### config.mk
export PLATFORM = sky130hd
export DESIGN_NAME = iq_integrate_dump
export DESIGN_NICKNAME = d
export VERILOG_FILES = /design/src/rtl/iq_integrate_dump_pkg.sv /design/src/rtl/iq_shift_reduce.sv /design/src/rtl/iq_integrate_dump.sv
export SDC_FILE = /design/constraint.sdc
export NUM_CORES = 1
export LEC_CHECK = 0
export ABC_AREA = 1
export BUFFER_PORTS_ARGS = -buffer_cell sky130_fd_sc_hd__buf_2
export CAP_MARGIN = 20
export CORE_MARGIN = 5
export CORE_UTILIZATION = 64
export CTS_BUF_LIST = sky130_fd_sc_hd__clkbuf_16
export CTS_CLUSTER_SIZE = 10
export DETAILED_ROUTE_END_ITERATION = 10
export GPL_TIMING_DRIVEN = 1
export MAX_ROUTING_LAYER = met4
export PLACE_DENSITY_LB_ADDON = 0.1
export SLEW_MARGIN = 10
export SYNTH_ARGS = -nofsm -noshare
export SYNTH_HDL_FRONTEND = slang
export SYNTH_SLANG_ARGS = --single-unit
### constraint.sdc
create_clock -name clk -period 7.45 [get_ports clk]
set_clock_uncertainty 0.1 [all_clocks]
set_input_delay 0.745 -clock clk [delete_from_list [all_inputs] [get_ports clk]]
set_output_delay 0.745 -clock clk [all_outputs]
set_load 0.1 [all_outputs]
### src/rtl/iq_integrate_dump_pkg.sv
// Shared types and constants for the I/Q integrate-and-dump stage.
// Default widths match the upstream MSB-truncation stage.
package iq_integrate_dump_pkg;

  // Integration FSM: idle until the first symbol sync, then integrate.
  typedef enum logic [0:0] {
    WAIT_SYNC = 1'b0,
    INTEGRATE = 1'b1
  } state_e;

  localparam int DEF_I_WIDTH   = 16;
  localparam int DEF_O_WIDTH   = 16;
  localparam int DEF_ACC_WIDTH = 24;

  // Width of a counter that must reach at least len-1 (never narrower than 1 bit).
  function automatic int cnt_width(input int len);
    int w;
    w = $clog2(len);
    cnt_width = (w < 1) ? 1 : w;
  endfunction

endpackage

### src/rtl/iq_shift_reduce.sv
// Arithmetic right shift of one branch's window sum followed by width reduction.
// IQ_INTDUMP_SAT_EN selects saturation (with clip flag) instead of wrap truncation.
module iq_shift_reduce
  import iq_integrate_dump_pkg::*;
#(
  parameter int ACC_WIDTH = DEF_ACC_WIDTH,
  parameter int O_WIDTH   = DEF_O_WIDTH,
  parameter int SHIFT     = 4
) (
  input  logic signed [ACC_WIDTH-1:0] i_sum,
  output logic        [O_WIDTH-1:0]   o_data
`ifdef IQ_INTDUMP_SAT_EN
  ,
  output logic                        o_clip
`endif
);

  logic signed [ACC_WIDTH-1:0] w_shifted;

  assign w_shifted = i_sum >>> SHIFT;

`ifdef IQ_INTDUMP_SAT_EN
  // Output range limits expressed at accumulator width for a signed compare.
  localparam logic signed [ACC_WIDTH-1:0] MAX_V =
    {{(ACC_WIDTH-O_WIDTH+1){1'b0}}, {(O_WIDTH-1){1'b1}}};
  localparam logic signed [ACC_WIDTH-1:0] MIN_V =
    {{(ACC_WIDTH-O_WIDTH+1){1'b1}}, {(O_WIDTH-1){1'b0}}};

  // Clamp the shifted sum to the signed output range and flag any clipping.
  always_comb begin
    o_data = O_WIDTH'(w_shifted);
    o_clip = 1'b0;
    if (w_shifted > MAX_V) begin
      o_data = MAX_V[O_WIDTH-1:0];
      o_clip = 1'b1;
    end else if (w_shifted < MIN_V) begin
      o_data = MIN_V[O_WIDTH-1:0];
      o_clip = 1'b1;
    end else begin
      o_data = O_WIDTH'(w_shifted);
      o_clip = 1'b0;
    end
  end
`else
  // Two's-complement wrap: keep only the low O_WIDTH bits.
  assign o_data = O_WIDTH'(w_shifted);
`endif

endmodule

### src/rtl/iq_integrate_dump.sv
// I/Q integrate-and-dump: sums DUMP_LEN jointly-valid samples per branch after
// the first symbol sync and emits one shifted/reduced pair per window.
// Optional macro IQ_INTDUMP_SAT_EN: saturating reduction plus sat_flag output.
module iq_integrate_dump
  import iq_integrate_dump_pkg::*;
#(
  parameter int I_WIDTH   = DEF_I_WIDTH,
  parameter int O_WIDTH   = DEF_O_WIDTH,
  parameter int ACC_WIDTH = DEF_ACC_WIDTH,
  parameter int DUMP_LEN  = 16,
  parameter int SHIFT     = 4
) (
  input  logic               clk,
  input  logic               rst,
  input  logic [I_WIDTH-1:0] I_tdata,
  input  logic               I_tvalid,
  input  logic [I_WIDTH-1:0] Q_tdata,
  input  logic               Q_tvalid,
  input  logic               sym_sync,
  output logic [O_WIDTH-1:0] I_out_tdata,
  output logic [O_WIDTH-1:0] Q_out_tdata,
  output logic               out_tvalid
`ifdef IQ_INTDUMP_SAT_EN
  ,
  output logic               sat_flag
`endif
);

  localparam int CNT_W = cnt_width(DUMP_LEN);
  localparam logic [CNT_W-1:0] LAST_CNT = CNT_W'(DUMP_LEN - 1);
  localparam logic ONE_LEN = (DUMP_LEN == 1);
  localparam logic signed [ACC_WIDTH-1:0] ACC_ZERO = {ACC_WIDTH{1'b0}};

  state_e                      r_state, w_state_nxt;
  logic signed [ACC_WIDTH-1:0] r_acc_i, r_acc_q, w_acc_i_nxt, w_acc_q_nxt;
  logic        [CNT_W-1:0]     r_cnt, w_cnt_nxt;
  logic        [O_WIDTH-1:0]   r_out_i, r_out_q, w_red_i, w_red_q;
  logic                        r_out_valid;
  logic                        w_accept, w_dump;
  logic signed [ACC_WIDTH-1:0] w_sx_i, w_sx_q, w_sum_i, w_sum_q;
`ifdef IQ_INTDUMP_SAT_EN
  logic                        r_sat, w_clip_i, w_clip_q;
`endif

  assign w_accept = I_tvalid & Q_tvalid;
  assign w_sx_i   = ACC_WIDTH'($signed(I_tdata));
  assign w_sx_q   = ACC_WIDTH'($signed(Q_tdata));
  // A sync discards the running sum, so the sample then starts a fresh window.
  assign w_sum_i  = (sym_sync ? ACC_ZERO : r_acc_i) + w_sx_i;
  assign w_sum_q  = (sym_sync ? ACC_ZERO : r_acc_q) + w_sx_q;

  iq_shift_reduce #(.ACC_WIDTH(ACC_WIDTH), .O_WIDTH(O_WIDTH), .SHIFT(SHIFT)) u_red_i (
    .i_sum  (w_sum_i),
    .o_data (w_red_i)
`ifdef IQ_INTDUMP_SAT_EN
    ,
    .o_clip (w_clip_i)
`endif
  );

  iq_shift_reduce #(.ACC_WIDTH(ACC_WIDTH), .O_WIDTH(O_WIDTH), .SHIFT(SHIFT)) u_red_q (
    .i_sum  (w_sum_q),
    .o_data (w_red_q)
`ifdef IQ_INTDUMP_SAT_EN
    ,
    .o_clip (w_clip_q)
`endif
  );

  // Next-state, accumulator and dump decision; sync takes priority over dump.
  always_comb begin
    w_state_nxt = r_state;
    w_acc_i_nxt = r_acc_i;
    w_acc_q_nxt = r_acc_q;
    w_cnt_nxt   = r_cnt;
    w_dump      = 1'b0;
    case (r_state)
      WAIT_SYNC: begin
        if (sym_sync) begin
          w_state_nxt = INTEGRATE;
          if (w_accept) begin
            w_acc_i_nxt = w_sx_i;
            w_acc_q_nxt = w_sx_q;
            w_cnt_nxt   = CNT_W'(1);
          end else begin
            w_acc_i_nxt = ACC_ZERO;
            w_acc_q_nxt = ACC_ZERO;
            w_cnt_nxt   = {CNT_W{1'b0}};
          end
        end else begin
          w_state_nxt = WAIT_SYNC;
        end
      end
      INTEGRATE: begin
        if (sym_sync && w_accept && ONE_LEN) begin
          // Single-sample windows: the restart sample is itself a full window.
          w_dump      = 1'b1;
          w_acc_i_nxt = ACC_ZERO;
          w_acc_q_nxt = ACC_ZERO;
          w_cnt_nxt   = {CNT_W{1'b0}};
        end else if (sym_sync && w_accept) begin
          w_acc_i_nxt = w_sx_i;
          w_acc_q_nxt = w_sx_q;
          w_cnt_nxt   = CNT_W'(1);
        end else if (sym_sync) begin
          w_acc_i_nxt = ACC_ZERO;
          w_acc_q_nxt = ACC_ZERO;
          w_cnt_nxt   = {CNT_W{1'b0}};
        end else if (w_accept && (r_cnt >= LAST_CNT)) begin
          w_dump      = 1'b1;
          w_acc_i_nxt = ACC_ZERO;
          w_acc_q_nxt = ACC_ZERO;
          w_cnt_nxt   = {CNT_W{1'b0}};
        end else if (w_accept) begin
          w_acc_i_nxt = w_sum_i;
          w_acc_q_nxt = w_sum_q;
          w_cnt_nxt   = r_cnt + CNT_W'(1);
        end else begin
          w_cnt_nxt   = r_cnt;
        end
      end
      default: begin
        w_state_nxt = WAIT_SYNC;
        w_acc_i_nxt = ACC_ZERO;
        w_acc_q_nxt = ACC_ZERO;
        w_cnt_nxt   = {CNT_W{1'b0}};
      end
    endcase
  end

  // State, accumulator and sample-count registers.
  always_ff @(posedge clk) begin
    if (rst) begin
      r_state <= WAIT_SYNC;
      r_acc_i <= ACC_ZERO;
      r_acc_q <= ACC_ZERO;
      r_cnt   <= {CNT_W{1'b0}};
    end else begin
      r_state <= w_state_nxt;
      r_acc_i <= w_acc_i_nxt;
      r_acc_q <= w_acc_q_nxt;
      r_cnt   <= w_cnt_nxt;
    end
  end

  // Output registers: data holds between dumps, valid is a one-cycle pulse.
  always_ff @(posedge clk) begin
    if (rst) begin
      r_out_i     <= {O_WIDTH{1'b0}};
      r_out_q     <= {O_WIDTH{1'b0}};
      r_out_valid <= 1'b0;
`ifdef IQ_INTDUMP_SAT_EN
      r_sat       <= 1'b0;
`endif
    end else if (w_dump) begin
      r_out_i     <= w_red_i;
      r_out_q     <= w_red_q;
      r_out_valid <= 1'b1;
`ifdef IQ_INTDUMP_SAT_EN
      r_sat       <= w_clip_i | w_clip_q;
`endif
    end else begin
      r_out_valid <= 1'b0;
`ifdef IQ_INTDUMP_SAT_EN
      r_sat       <= 1'b0;
`endif
    end
  end

  assign I_out_tdata = r_out_i;
  assign Q_out_tdata = r_out_q;
  assign out_tvalid  = r_out_valid;
`ifdef IQ_INTDUMP_SAT_EN
  assign sat_flag    = r_sat;
`endif

endmodule

After elaboration in Yosys (flattened, before gate mapping):

Index checks and enable logic that the tools add are counted.

* input port bits: 37
* logic and storage cells: 48
* register bits after elaboration: 86
* output and inout bits: 33

* reduce and logical (&&, ||, !) cells: 3
* bitwise operators: 2
* equal/unequal tests: 2
* add/subtract/negate cells: 3
* muxes and demuxes: 30
* magnitude comparators: 1

Operators with widths (number)
* 2-to-1 mux 24 bit: 14
* one-hot mux 24 bit (2 select lines): 2
* adder 24 x 16 -> 24 bit: 2
* 2-to-1 mux 4 bit: 5
* 2-to-1 mux 1 bit: 8
* one-hot mux 4 bit (2 select lines): 1
* != test 5 x 2 -> 1 bit, second input constant: 1
* adder 4 x 1 -> 4 bit, second input constant: 1
* >= comparator 4 bit, second input constant: 1
* logical AND 1 bit: 2
* != test 2 bit, second input constant: 1
* AND reduction 2 bit: 1
* bitwise AND 1 bit: 1
* NOT 1 bit: 1

Depth between registers and ports, before layout:

Gate-level depths: netlist (run 1).

* depth in word-level cells: 7
* mapped depth: 20
* mapped depth without buffers: 18

Cells and area by module:

A second synthesis (run 1) with hierarchy kept.

* cell total of the unflattened synthesis: 1263
* area total of the unflattened synthesis: 7498.4 um^2

Modules (own cells, without submodules)
* iq_integrate_dump: seq. area each 1721.7 um^2, cells an instance 1231, area each 7258.2 um^2, times used 1
* iq_shift_reduce: seq. area each 0.0 um^2, cells an instance 16, area each 120.1 um^2, times used 2

Least setup slack after synthesis (run 1):

No wires, ideal clock.

* kind: input port to flip-flop
* from: in sym_sync
* to: reg r_out_i[10], in the netlist I_out_tdata[10]
* stages: 20
* data arrival time: 2.976 ns
* data required time: 7.241 ns
* setup time: 0.109 ns
* path slack: 4.266 ns
* path through: buf_2 > buf_1 > clkbuf_1 > nor2_1 > ha_1 > inv_1 > fa_1 > nand3b_1 > nand2_1 > inv_1 > o21bai_1 > nand2_1 > nand2_1 > nand2_1 > nand2_1 > nand2_1 > nand2_1 > nand2_1 > nand2_1 > inv_1

* longest elaborated chain between the ends: 3

RTL lines
* from (decl): RTL line iq_integrate_dump.sv:19 `input logic sym_sync,`
* parallel branches: the longest is 3 deep, another holds adder 24 x 16 -> 24 bit
* to (signal assigned): RTL line iq_integrate_dump.sv:149 `r_out_i <= {O_WIDTH{1'b0}};`
* to (signal assigned): RTL line iq_integrate_dump.sv:156 `r_out_i <= w_red_i;`
* to (decl): RTL line iq_integrate_dump.sv:37 `logic [O_WIDTH-1:0] r_out_i, r_out_q, w_red_i, w_red_q;`

Parallel ways; which one is timed is not known.
A chain may end at the register's enable or synchronous reset.

Worst setup path in the final report (run 1):

* from: in sym_sync
* to: reg r_acc_i[4]

* longest elaborated chain between the ends: 7

RTL lines
* 2-to-1 mux 24 bit: RTL line iq_integrate_dump.sv:49 `assign w_sum_i = (sym_sync ? ACC_ZERO : r_acc_i) + w_sx_i;`
* adder 24 x 16 -> 24 bit: RTL line iq_integrate_dump.sv:49
* 2-to-1 mux 24 bit: RTL line iq_integrate_dump.sv:114 `end else if (w_accept) begin`
* 2-to-1 mux 24 bit: RTL line iq_integrate_dump.sv:109 `end else if (w_accept && (r_cnt >= LAST_CNT)) begin`
* 2-to-1 mux 24 bit: RTL line iq_integrate_dump.sv:105 `end else if (sym_sync) begin`
* 2-to-1 mux 24 bit: RTL line iq_integrate_dump.sv:101 `end else if (sym_sync && w_accept) begin`
* one-hot mux 24 bit (2 select lines): RTL line iq_integrate_dump.sv:77 `case (r_state)`
* to (signal assigned): RTL line iq_integrate_dump.sv:140 `r_acc_i <= w_acc_i_nxt;`
* to (decl): RTL line iq_integrate_dump.sv:35 `logic signed [ACC_WIDTH-1:0] r_acc_i, r_acc_q, w_acc_i_nxt, w_acc_q_nxt;`

Parallel ways exist; a longest one is shown, timed or not. The select of a mux whose other input is x is not followed.

==> out/results.env, run 1 <==
CRITPATHREQUIREDTIME_NS=7.63
GROUTE.LAYER.MET3.USAGE=0.0481
SYNTH_ENABLE_FLOP_CELLS=0
DETAIL_ROUTE.WL_PER_CELL_UM=14.3
FINALMAXSLEWVIOLATIONS=0
MAX_SLEW_HEADROOM_AT_THE_WORST_PIN=0.359
P_INT_uW=720
POST_SYNTH_INSTANCE_AREA_UM2=5800
POWER_FRAC_CLOCK=0.395
TRITONCTS_NUM_SINKS=78
CLOCK_TREE_FROM_TRITONCTS='yes'
SWITCHING_POWER_uW=326
GRT_BUSIEST_LAYER='met2'
DIE_X_UM=105
SEQPWRFRAC=0.417
DR.PASS1.ITERS=5
ARRIVAL_NS=3.34
STARTING_UTILIZATION_OF_THE_CORE_AREA=0.661
P_LEAK_uW=0.00349
GLOBAL_ROUTE_WIRE_LENGTH_BEFORE_REPAIR_MM=25.8
POST_SYNTH_NET_TOTAL=1004
ROUTED-VIA-COUNT=6067
CHIPHEIGHT_UM=105
INSERTEDDIODECOUNT=0
POST_ROUTE_CELLS_DRIVE_ABOVE_1_SHARE=0.108
GRT_PASS1_VIAS=5372
MIN-DELAY-START='r_acc_q[3]'
DRV.MAX_CAP_VIOLATION_COUNT=0
CLOCK_TREE.HTREE_LEVEL_COUNT=3
CRITICAL_PATH.REG2REG.STARTPOINT='r_state'
WORST-PATH-MAX-FANOUT=40
ROUTE.FINAL.WIRE_LENGTH_MM=15.6
ANT_NETS=0
IOPINCOUNT=70
TIMING.FINAL.CRIT_SHARE=0.424
POST_CTS_RESIZED=0
FINAL_NET_COUNT=1058
MAX_FREQ_MHz=316
RSZ0062_AT_GRT='false'
TNS_NS=0
LAYOUT.CORE_UTILIZATION=0.735
DIE_AREA_UM2=11100
COREAREA_UM2=8760
TRITONCTS.NUM_BUFFERS=9
POST-CTS-SETUP-BUFFER-COUNT=0
GLOBALROUTE.TOTALOVERFLOW=0
ROUTE.DETAILED.DRC=0
ROW_COUNT=34
YOSYSWARNINGCOUNT=0
WORSTSETUPSTARTPOINT='sym_sync'
NUMBER_OF_ANTENNA_VIOLATIONS_AT_THE_FIRST_CHECK_IN_GLOBAL_ROUTING=0
PORT_BUFFERS=69
WORST_PIN_SLEW_NS=0.958
RUN_STATUS='finished clean'
SYNTH_TOP_FLOP_CELL='dfxtp_1'
ROUTED_VIA_DENSITY=5.55
POST-DP-HPWL_MM=11.4
LAUNCHING_ELEMENT_TYPE_OF_THE_CRITICAL_PATH='input port'
CTS.PATH.MAX_BUFFERS=2
COMBPWRFRAC=0.189
MET1_CAPACITY_USAGE_DURING_GLOBAL_ROUTING=0.414
REGISTER_AREA_SHARE_AFTER_SYNTHESIS=0.269
SETUP_VIOL=0
YS_ASYNC_SR_FRACTION=0
GLOBAL_ROUTE.USAGE.MET2=0.427
FLOW.AREA_GROWTH_FROM_SYNTHESIS_PCT=11.1
SWITCHING_SHARE=0.311
SYN-INSTANCE-COUNT=926
HOLD_VIOLATIONS=0
INSERTION_DELAY_NS=0.34
FINAL_PERIOD_MINUS_WORST_SETUP_SLACK_NS=3.16
WORSTSETUPPATHTYPE='in2reg'
IR_WORST_VDD_V=0.0000993
SYNTHDISTINCTLIBCELLS=44
CTS-ROOT-BUF='clkbuf_16'
CLK_TRANSITION_REPORTED_PATHS_NS=0.06
SYNTHESIS.AREA_PER_INSTANCE_UM2=6.26
CTSHOLDBUFFERS=0
YS_SEQ_ELEMENTS=78
ROUTABILITYCONGESTION=0.954
DRT_ITER0_DRC=413
HOLDCRITPATHCLASS='reg2reg'
POWER_PER_CELL_AREA_nW_PER_UM2=162
WORST_SETUP_PATH_END_KIND='flip-flop'
GLOBAL_ROUTE.USAGE.TOTAL=0.289
LARGEST_NET_DEGREE_AT_THE_START_OF_GLOBAL_ROUTING=49
TOTAL_OF_FILL_CELLS_IN_THE_FINISHED_DESIGN=820
==> routing by layer <==
layer | share of wire | vias to the layer above | routed length (um)
met2 | 0.43 | 240 | 6690
met4 | 0.010 | 0 | 158
met5 | 0 | - | 0
met1 | 0.47 | 2732 | 7310
met3 | 0.093 | 16 | 1450
li1 | - | 3079 | -
==> layout make-up <==
| type | count | area (um2) | share of cell area |
|---|---|---|---|
| Clock inverter | 7 | 50.0 | 0.00777 |
| Sequential cell | 78 | 1560 | 0.243 |
| Inverter | 151 | 572 | 0.0888 |
| Multi-Input combinational cell | 669 | 3530 | 0.549 |
| Timing Repair Buffer | 71 | 360 | 0.0560 |
| Tap cell | 108 | 135 | 0.0210 |
| Clock buffer | 9 | 225 | 0.0350 |
==> power by group through the flow <==
| stage | combinational (uW) | clock [uW] | sequential (uW) |
|---|---|---|---|
| floorplan | 140 | 0 | 442 |
| global placement | 191 | 0 | 444 |
| detailed placement | 192 | 0 | 445 |
| CTS | 194 | 416 | 435 |
| global route | 222 | 438 | 437 |
| finish | 197 | 413 | 436 |
==> per-stage QoR <==
step / worst slack, ns / hold WS, ns / instances / power [uW] / cell area, um2
global route: 4.04 / 0.418 / 1093 / 1100 / 6440
finish: 4.29 / 0.370 / 1093 / 1050 / 6440
detailed placement: 3.96 / 0.360 / 1077 / 637 / 6160
CTS: 4.34 / 0.371 / 1093 / 1050 / 6440
floorplan: 4.27 / 0.338 / 926 / 583 / 5800
global placement: 4.04 / 0.359 / 1077 / 635 / 6160
==> cell families (layout without fill, tap and decap cells) <==
group                    Yosys count  after routing  share of synthesized area
flip-flops                        78             78                      0.269
AND/OR/NAND/NOR                  438            438                      0.308
adder cells (fa/ha/maj)           41             41                     0.0911
AO/OA/AOI/OAI                    171            171                      0.182
buffers and inverters            179            238                      0.121
XOR/XNOR                          19             19                     0.0287
==> registers in the layout, summed over array words and instances, names as in the netlist <==
| name | count |
|---|---|
| r_state | 1 |
| I_out_tdata | 16 |
| Q_out_tdata | 16 |
| r_acc_q | 20 |
| r_acc_i | 20 |
| r_cnt | 4 |
| out_tvalid | 1 |
==> cell usage after synthesis, types with 11 or more instances <==
cell type / number / area share
dfxtp_1: 78 / 0.27
o211ai_1: 13 / 0.017
nand2_1: 275 / 0.18
o21ai_0: 29 / 0.025
clkbuf_1: 16 / 0.010
ha_1: 39 / 0.084
nand3_1: 48 / 0.041
inv_1: 144 / 0.093
o21bai_1: 20 / 0.026
a31oi_1: 11 / 0.012
nor2_1: 87 / 0.056
a21oi_1: 61 / 0.053
==> worst max-delay path, cell delays in order <==
cell	delay (ns)
buf_2	0.67
inv_2	0.24
nand2_4	0.42
inv_4	0.13
nor2_4	0.27
nand2_2	0.23
inv_4	0.28
a22oi_1	0.11
o21ai_0	0.11
nand2_1	0.07
inv_1	0.06
==> layout by cell type, fill, tap and decap left out, drive strengths merged <==
cell | synthesis | layout
fa | 2 | 2
xnor2 | 9 | 9
clkinv | 0 | 3
buf | 12 | 71
o21ai | 33 | 33
a21o | 3 | 3
and2 | 1 | 1
inv | 151 | 153
a221oi | 2 | 2
a22oi | 1 | 1
nand2 | 279 | 279
dfxtp | 78 | 78
nand3b | 3 | 3
nor3b | 2 | 2
a41oi | 3 | 3
xor2 | 10 | 10
a31oi | 11 | 11
a21oi | 61 | 61
o21a | 5 | 5
a211oi | 10 | 10
clkinvlp | 0 | 2
nor3 | 7 | 7
nor2 | 91 | 91
a2bb2oi | 1 | 1
a31o | 1 | 1
or2 | 3 | 3
o21bai | 20 | 20
a32oi | 1 | 1
ha | 39 | 39
o211ai | 13 | 13
nand4 | 2 | 2
clkbuf | 16 | 9
o221ai | 6 | 6
nand3 | 48 | 48
nor4 | 2 | 2
==> worst paths after layout <==
check	slack (ns)	cells after the start	to
worst max-delay path	4.29	11	r_acc_i[4]
worst min-delay path	0.37	2	r_acc_q[3]
worst max register to register	4.37	10	r_acc_i[4]
worst min register to register	0.37	2	r_acc_q[3]
Note: power is estimated with default switching activity, not from simulation.
==> run 2: changes to the inputs <==
--- a/config.mk
+++ b/config.mk
@@ -9,7 +9,7 @@
 export BUFFER_PORTS_ARGS = -buffer_cell sky130_fd_sc_hd__buf_2
 export CAP_MARGIN = 20
 export CORE_MARGIN = 5
-export CORE_UTILIZATION = 64
+export CORE_UTILIZATION = 59
 export CTS_BUF_LIST = sky130_fd_sc_hd__clkbuf_16
 export CTS_CLUSTER_SIZE = 10
 export DETAILED_ROUTE_END_ITERATION = 10
==> constraint.sdc (replaced) <==
create_clock -name clk -period 3.18 [get_ports clk]
set_clock_uncertainty 0.1 [all_clocks]
set_input_delay 0.318 -clock clk [delete_from_list [all_inputs] [get_ports clk]]
set_output_delay 0.318 -clock clk [all_outputs]
set_load 0.1 [all_outputs]
==> out/results.env, run 2 (synthesized netlist as in run 1, its figures left out) <==
WORSTSETUPPATHTYPE='reg2reg'
DETAIL_ROUTE.WL_PER_CELL_UM=14.3
GRT_PASS1_VIAS=5554
CTSHOLDBUFFERS=0
R2R_CELLS=7
SEQPWRFRAC=0.397
CRITICAL_PATH.REG2REG.STARTPOINT='r_state'
HOLDCRITPATHCLASS='in2reg'
PORT_BUFFERS=69
TIMING.FINAL.CRIT_SHARE=0.810
FF_TO_FF_END='I_out_tdata[4]'
WORST-PATH-MAX-FANOUT=48
P_INT_uW=1840
CRITPATHREQUIREDTIME_NS=3.36
RUN_STATUS='finished clean'
NUMBER_OF_ANTENNA_VIOLATIONS_AT_THE_FIRST_CHECK_IN_GLOBAL_ROUTING=0
FINAL_NET_COUNT=1067
WORST_PIN_SLEW_NS=0.955
GLOBAL_ROUTE_WIRE_LENGTH_BEFORE_REPAIR_MM=26.7
COMBPWRFRAC=0.182
FLOW.AREA_GROWTH_FROM_SYNTHESIS_PCT=13.3
ROUTE.FINAL.WIRE_LENGTH_MM=16.1
ANT_NETS=0
ROUTED_VIA_DENSITY=5.43
GLOBALROUTE.TOTALOVERFLOW=0
SWITCHING_POWER_uW=727
ROUTED-VIA-COUNT=6115
DR.PASS1.ITERS=5
HOLDPATHSTAGES=3
MAX_FREQ_MHz=388
CHIPHEIGHT_UM=109
GLOBAL_ROUTE.USAGE.TOTAL=0.291
TRITONCTS_NUM_SINKS=78
LAYOUT.CELLS.MOST_COMMON_LIST='275 x nand2_1, 146 x inv_1, 87 x nor2_1, 78 x dfxtp_1, 69 x buf_2'
LARGEST_NET_DEGREE_AT_THE_START_OF_GLOBAL_ROUTING=49
DIE_X_UM=109
CPMOSTUSEDCELL='inv_2'
MIN-DELAY-START='I_tdata[6]'
POST-CTS-SETUP-BUFFER-COUNT=0
POWER_PER_CELL_AREA_nW_PER_UM2=391
CRITICAL_PATH.TOP_DELAY_FAMILY='buffers and inverters'
TIMING.HOLD.WORST_ENDPOINT='r_acc_i[6]'
WORST_SETUP_PATH_END_KIND='flip-flop'
DRV.MAX_CAP_VIOLATION_COUNT=0
FINAL_PERIOD_MINUS_WORST_SETUP_SLACK_NS=2.57
DPL_WORST_SLACK_NS=0.344
TOTAL_OF_FILL_CELLS_IN_THE_FINISHED_DESIGN=927
DIE_AREA_UM2=11900
CRIT_CELLS=7
RSZ0062_AT_GRT='false'
LAUNCHING_ELEMENT_TYPE_OF_THE_CRITICAL_PATH='flip-flop'
LAYOUT.CELLS.MOST_COMMON='nand2_1'
COREAREA_UM2=9680
ROUTE.DETAILED.DRC=0
IOPINCOUNT=70
INSERTION_DELAY_NS=0.34
SWITCHING_SHARE=0.283
TNS_NS=0
ROW_COUNT=36
CLOCK_TREE.HTREE_LEVEL_COUNT=3
POST_ROUTE_CELLS_DRIVE_ABOVE_1_SHARE=0.114
FINALMAXSLEWVIOLATIONS=0
STARTING_UTILIZATION_OF_THE_CORE_AREA=0.599
POST_CTS_RESIZED=0
CTS-ROOT-BUF='clkbuf_16'
WORST-R2R-SETUP-SLACK_NS=0.61
FIN_WS_NS=0.605
WORST-PATH-BUF-INV=3
SETUP_VIOL=0
ROUTABILITYCONGESTION=0.971
MAX_SLEW_HEADROOM_AT_THE_WORST_PIN=0.361
INSERTEDDIODECOUNT=0
DRT_ITER0_DRC=605
CP_CELL_SEQUENCE='inv_2, nor2_1, nand2_1, inv_2, o21ai_0, o21bai_1, inv_1'
TRITONCTS.NUM_BUFFERS=9
BIGGESTREGSBYFLOPS='r_acc_i x20, r_acc_q x20'
CLK_TRANSITION_REPORTED_PATHS_NS=0.06
HOLD_VIOLATIONS=0
POST-DP-HPWL_MM=11.5
CLOCK_TREE_FROM_TRITONCTS='yes'
IR_WORST_VDD_V=0.000292
SLOWEST_STAGE='inv_2'
P_LEAK_uW=0.00355
ARRIVAL_NS=2.75
CTS.PATH.MAX_BUFFERS=2
CRITPATHMAXSTAGEDELAY_NS=0.64
POWER_FRAC_CLOCK=0.421
## run 2: cell types whose count changed in the layout (fill, tap and decap cells not counted)
cell,delta
buf_4,+9
clkinvlp_4,-1
inv_1,+1
inv_6,-1
clkinv_4,-2
bufinv_16,+2
## run 2: worst max-delay path by stage
| stage | from | end | slack (ns) |
|---|---|---|---|
| CTS | r_state | I_out_tdata[4] | 0.67 |
| floorplan | sym_sync | I_out_tdata[10] | 0.42 |
| finish | r_state | I_out_tdata[4] | 0.61 |
| global route | sym_sync | I_out_tdata[11] | 0.38 |
| global placement | sym_sync | I_out_tdata[13] | 0.37 |
| detailed placement | sym_sync | I_out_tdata[14] | 0.34 |
## run 2: tightest hold or removal path, stage by stage
cell     delay, ns
buf_2         0.11
nand2_1       0.06
a31oi_1       0.07
## run 2: power groups by stage
stage	logic (uW)	clock network (uW)	registers, uW
3_3_place_gp	453	0	1040
3_5_place_dp	455	0	1040
5_1_grt	527	1140	1020
2_1_floorplan	329	0	1040
4_1_cts	461	1100	1020
6_report	468	1080	1020
## run 2: metrics by stage
stage	power (uW)	area [um2]	hold WS, ns	cells	util
finish	2570	6570	0.172	1126	0.678
global placement	1490	6260	0.353	1111	0.647
detailed placement	1490	6260	0.361	1111	0.647
global route	2690	6570	0.184	1126	0.678
CTS	2570	6570	0.171	1126	0.678
floorplan	1360	5800	0.338	926	-
## run 2: cell type report
cell class | count | area, um2 | area share
timing repair buffer | 80 | 428 | 0.0652
sequential | 78 | 1560 | 0.238
inverter | 151 | 572 | 0.0871
multi-input combinational | 669 | 3530 | 0.538
clock inverter | 6 | 80.1 | 0.0122
clock buffer | 9 | 225 | 0.0343
tap | 133 | 166 | 0.0253
## run 2: routing by layer
| metal | vias to the layer above | routed length [um] | track usage |
|---|---|---|---|
| met4 | 0 | 267 | 0.0821 |
| met3 | 28 | 1580 | 0.0444 |
| met1 | 2740 | 7420 | 0.416 |
| met2 | 251 | 6880 | 0.424 |
| li1 | 3096 | - | - |
| met5 | - | 0 | - |
==> run 3: changes to the inputs <==
--- a/config.mk
+++ b/config.mk
@@ -9,7 +9,7 @@
 export BUFFER_PORTS_ARGS = -buffer_cell sky130_fd_sc_hd__buf_2
 export CAP_MARGIN = 20
 export CORE_MARGIN = 5
-export CORE_UTILIZATION = 59
+export CORE_UTILIZATION = 54
 export CTS_BUF_LIST = sky130_fd_sc_hd__clkbuf_16
 export CTS_CLUSTER_SIZE = 10
 export DETAILED_ROUTE_END_ITERATION = 10
==> constraint.sdc (replaced) <==
create_clock -name clk -period 2.2 [get_ports clk]
set_clock_uncertainty 0.1 [all_clocks]
set_input_delay 0.22 -clock clk [delete_from_list [all_inputs] [get_ports clk]]
set_output_delay 0.22 -clock clk [all_outputs]
set_load 0.1 [all_outputs]
==> out/results.env, run 3 (synthesized netlist as in run 1, its figures left out) <==
ROUTE.FINAL.WIRE_LENGTH_MM=18.2
FINALMAXSLEWVIOLATIONS=0
MET1_CAPACITY_USAGE_DURING_GLOBAL_ROUTING=0.407
GLOBAL_ROUTE.USAGE.MET2=0.433
CPMOSTUSEDCELL='inv_2'
CRITPATHREQUIREDTIME_NS=2.38
ROUTE.DETAILED.DRC=0
P_INT_uW=2680
GLOBAL_ROUTE_WIRE_LENGTH_BEFORE_REPAIR_MM=29.3
WORST_SETUP_PATH_END_KIND='flip-flop'
INSERTEDDIODECOUNT=0
ROUTED_VIA_DENSITY=5.27
FINAL_NET_COUNT=1160
ANT_NETS=0
P_LEAK_uW=0.00408
INSERTION_DELAY_NS=0.35
ARRIVAL_NS=2.35
CRITICAL_PATH.TOP_DELAY_FAMILY='simple AND/OR/NAND/NOR gates'
DETAIL_ROUTE.WL_PER_CELL_UM=14.9
DR.PASS1.ITERS=7
SETUP_VIOL=0
WORSTSETUPPATHTYPE='reg2reg'
CTS.PATH.MAX_BUFFERS=2
POST_ROUTE_CELLS_DRIVE_ABOVE_1_SHARE=0.253
SLOWEST_STAGE='fa_2'
TRITONCTS.NUM_BUFFERS=9
ROW_COUNT=37
COREAREA_UM2=10400
LAYOUT.CELLS.MOST_COMMON_LIST='255 x nand2_1, 142 x inv_1, 99 x buf_4, 79 x nor2_1, 76 x dfxtp_1'
CTSHOLDBUFFERS=0
CLOCK_TREE.HTREE_LEVEL_COUNT=3
TIMING.FINAL.CRIT_SHARE=0.989
GLOBAL_ROUTE.USAGE.TOTAL=0.289
SEQ_AREA_UM2=1560
MAX_FREQ_MHz=459
LARGEST_NET_DEGREE_AT_THE_START_OF_GLOBAL_ROUTING=46
RUN_STATUS='finished clean'
DRT_ITER0_DRC=502
NUMBER_OF_ANTENNA_VIOLATIONS_AT_THE_FIRST_CHECK_IN_GLOBAL_ROUTING=0
FINAL_PERIOD_MINUS_WORST_SETUP_SLACK_NS=2.18
CLOCK_TREE_FROM_TRITONCTS='yes'
LAYOUT.CELLS.MOST_COMMON='nand2_1'
CP_CELL_SEQUENCE='inv_2, nor2_4, ha_4, inv_2, fa_2, nand3b_1, nand2_2, inv_2, o21bai_4, nand2_1, nand2_2, buf_4, xor2_2, nand2_1, a21oi_1'
SEQPWRFRAC=0.383
DIE_X_UM=114
FLOW.AREA_GROWTH_FROM_SYNTHESIS_PCT=31.1
WORST-PATH-BUF-INV=4
POSTLAYOUTCELLAREA_UM2=7600
GRT_BUSIEST_LAYER='met2'
LAUNCHING_ELEMENT_TYPE_OF_THE_CRITICAL_PATH='flip-flop'
IR_WORST_VDD_V=0.000451
GRT_PASS1_VIAS=6117
POWER_PER_CELL_AREA_nW_PER_UM2=505
TRITONCTS_NUM_SINKS=78
DIE_AREA_UM2=12900
WORST_PIN_SLEW_NS=1.10
ROUTABILITYCONGESTION=0.960
CTS-ROOT-BUF='clkbuf_16'
WORST-PATH-MAX-FANOUT=3
HOLDCRITPATHCLASS='in2reg'
MAX_SLEW_HEADROOM_AT_THE_WORST_PIN=0.265
POWER_FRAC_CLOCK=0.384
BIGGESTREGSBYFLOPS='r_acc_i x20, r_acc_q x20'
SWITCHING_SHARE=0.301
IOPINCOUNT=70
LAYOUT.CORE_UTILIZATION=0.729
GLOBALROUTE.TOTALOVERFLOW=0
TOTAL_OF_FILL_CELLS_IN_THE_FINISHED_DESIGN=916
STARTING_UTILIZATION_OF_THE_CORE_AREA=0.557
POST-DP-HPWL_MM=12.8
HOLD_VIOLATIONS=0
PLACE_AREA_UM2=6970
MULTI_INPUT_AREA_UM2=3840
CRITPATHMAXSTAGEDELAY_NS=0.33
COMBPWRFRAC=0.232
SWITCHING_POWER_uW=1160
CLK_TRANSITION_REPORTED_PATHS_NS=0.06
PORT_BUFFERS=69
ROUTED-VIA-COUNT=6449
CHIPHEIGHT_UM=114
GROUTE.LAYER.MET3.USAGE=0.0371
DRV.MAX_CAP_VIOLATION_COUNT=0
RSZ0062_AT_GRT='true'
==> run 3: cell count changes in the layout (fill, tap and decap cells not counted), sizes merged <==
| cell | delta |
|---|---|
| bufinv | -1 |
| inv | +1 |
| clkinv | +1 |
| buf | +93 |
==> run 3: routing by layer <==
metal / vias to the layer above / routed length (um)
li1: 3292 / -
met1: 2922 / 8910
met2: 208 / 8030
met3: 27 / 1010
met4: 0 / 259
met5: - / 0
==> run 3: worst register-to-register path: stages, from the launching register on <==
cell      delay, ns
dfxtp_2        0.32
inv_2          0.05
nor2_4         0.09
ha_4           0.14
inv_2          0.03
fa_2           0.33
nand3b_1       0.17
nand2_2        0.09
inv_2          0.05
o21bai_4       0.11
nand2_1        0.07
nand2_2        0.10
buf_4          0.12
xor2_2         0.14
nand2_1        0.07
a21oi_1        0.12
==> run 3: cell type report <==
cell class,instances,area share
inverter,151,0.0753
clock inverter,7,0.00774
multi-input combinational,669,0.505
clock buffer,9,0.0296
timing repair buffer,173,0.154
sequential,78,0.206
tap,136,0.0224
==> run 3: power by group through the flow <==
stage | clock network (uW) | logic (uW) | registers (uW)
6_report | 1480 | 893 | 1470
5_1_grt | 1550 | 986 | 1470
4_1_cts | 1490 | 821 | 1470
3_5_place_dp | 0 | 807 | 1500
3_3_place_gp | 0 | 804 | 1500
2_1_floorplan | 0 | 484 | 1500
==> run 3: final timing paths <==
path / from / endpoint / slack, ns / depth (start not counted)
max: r_acc_i[0] / r_acc_i[10] / 0.02 / 15
min: I_tdata[6] / r_acc_i[6] / 0.07 / 3
max reg2reg: r_acc_i[0] / r_acc_i[10] / 0.02 / 15
min reg2reg: r_acc_q[3] / r_acc_q[3] / 0.37 / 2
==> run 3: metrics by stage <==
step	power, uW	cells	TNS [ns]	hold WS [ns]	worst slack [ns]
floorplan	1980	926	-1.66	0.290	-0.258
global placement	2300	1199	-3.60	0.363	-0.179
detailed placement	2310	1199	-5.29	0.360	-0.207
CTS	3780	1215	0	0.0605	0.0482
global route	4010	1223	-0.894	0.0993	-0.0992
finish	3840	1223	0	0.0695	0.0235
==> run 3: timing repair <==
action	4_1_cts	5_1_grt
resized for setup	7	61
endpoints found under the hold margin	0	0
buffers inserted	0	8
pin swaps	7	22
setup endpoints to repair	12	47
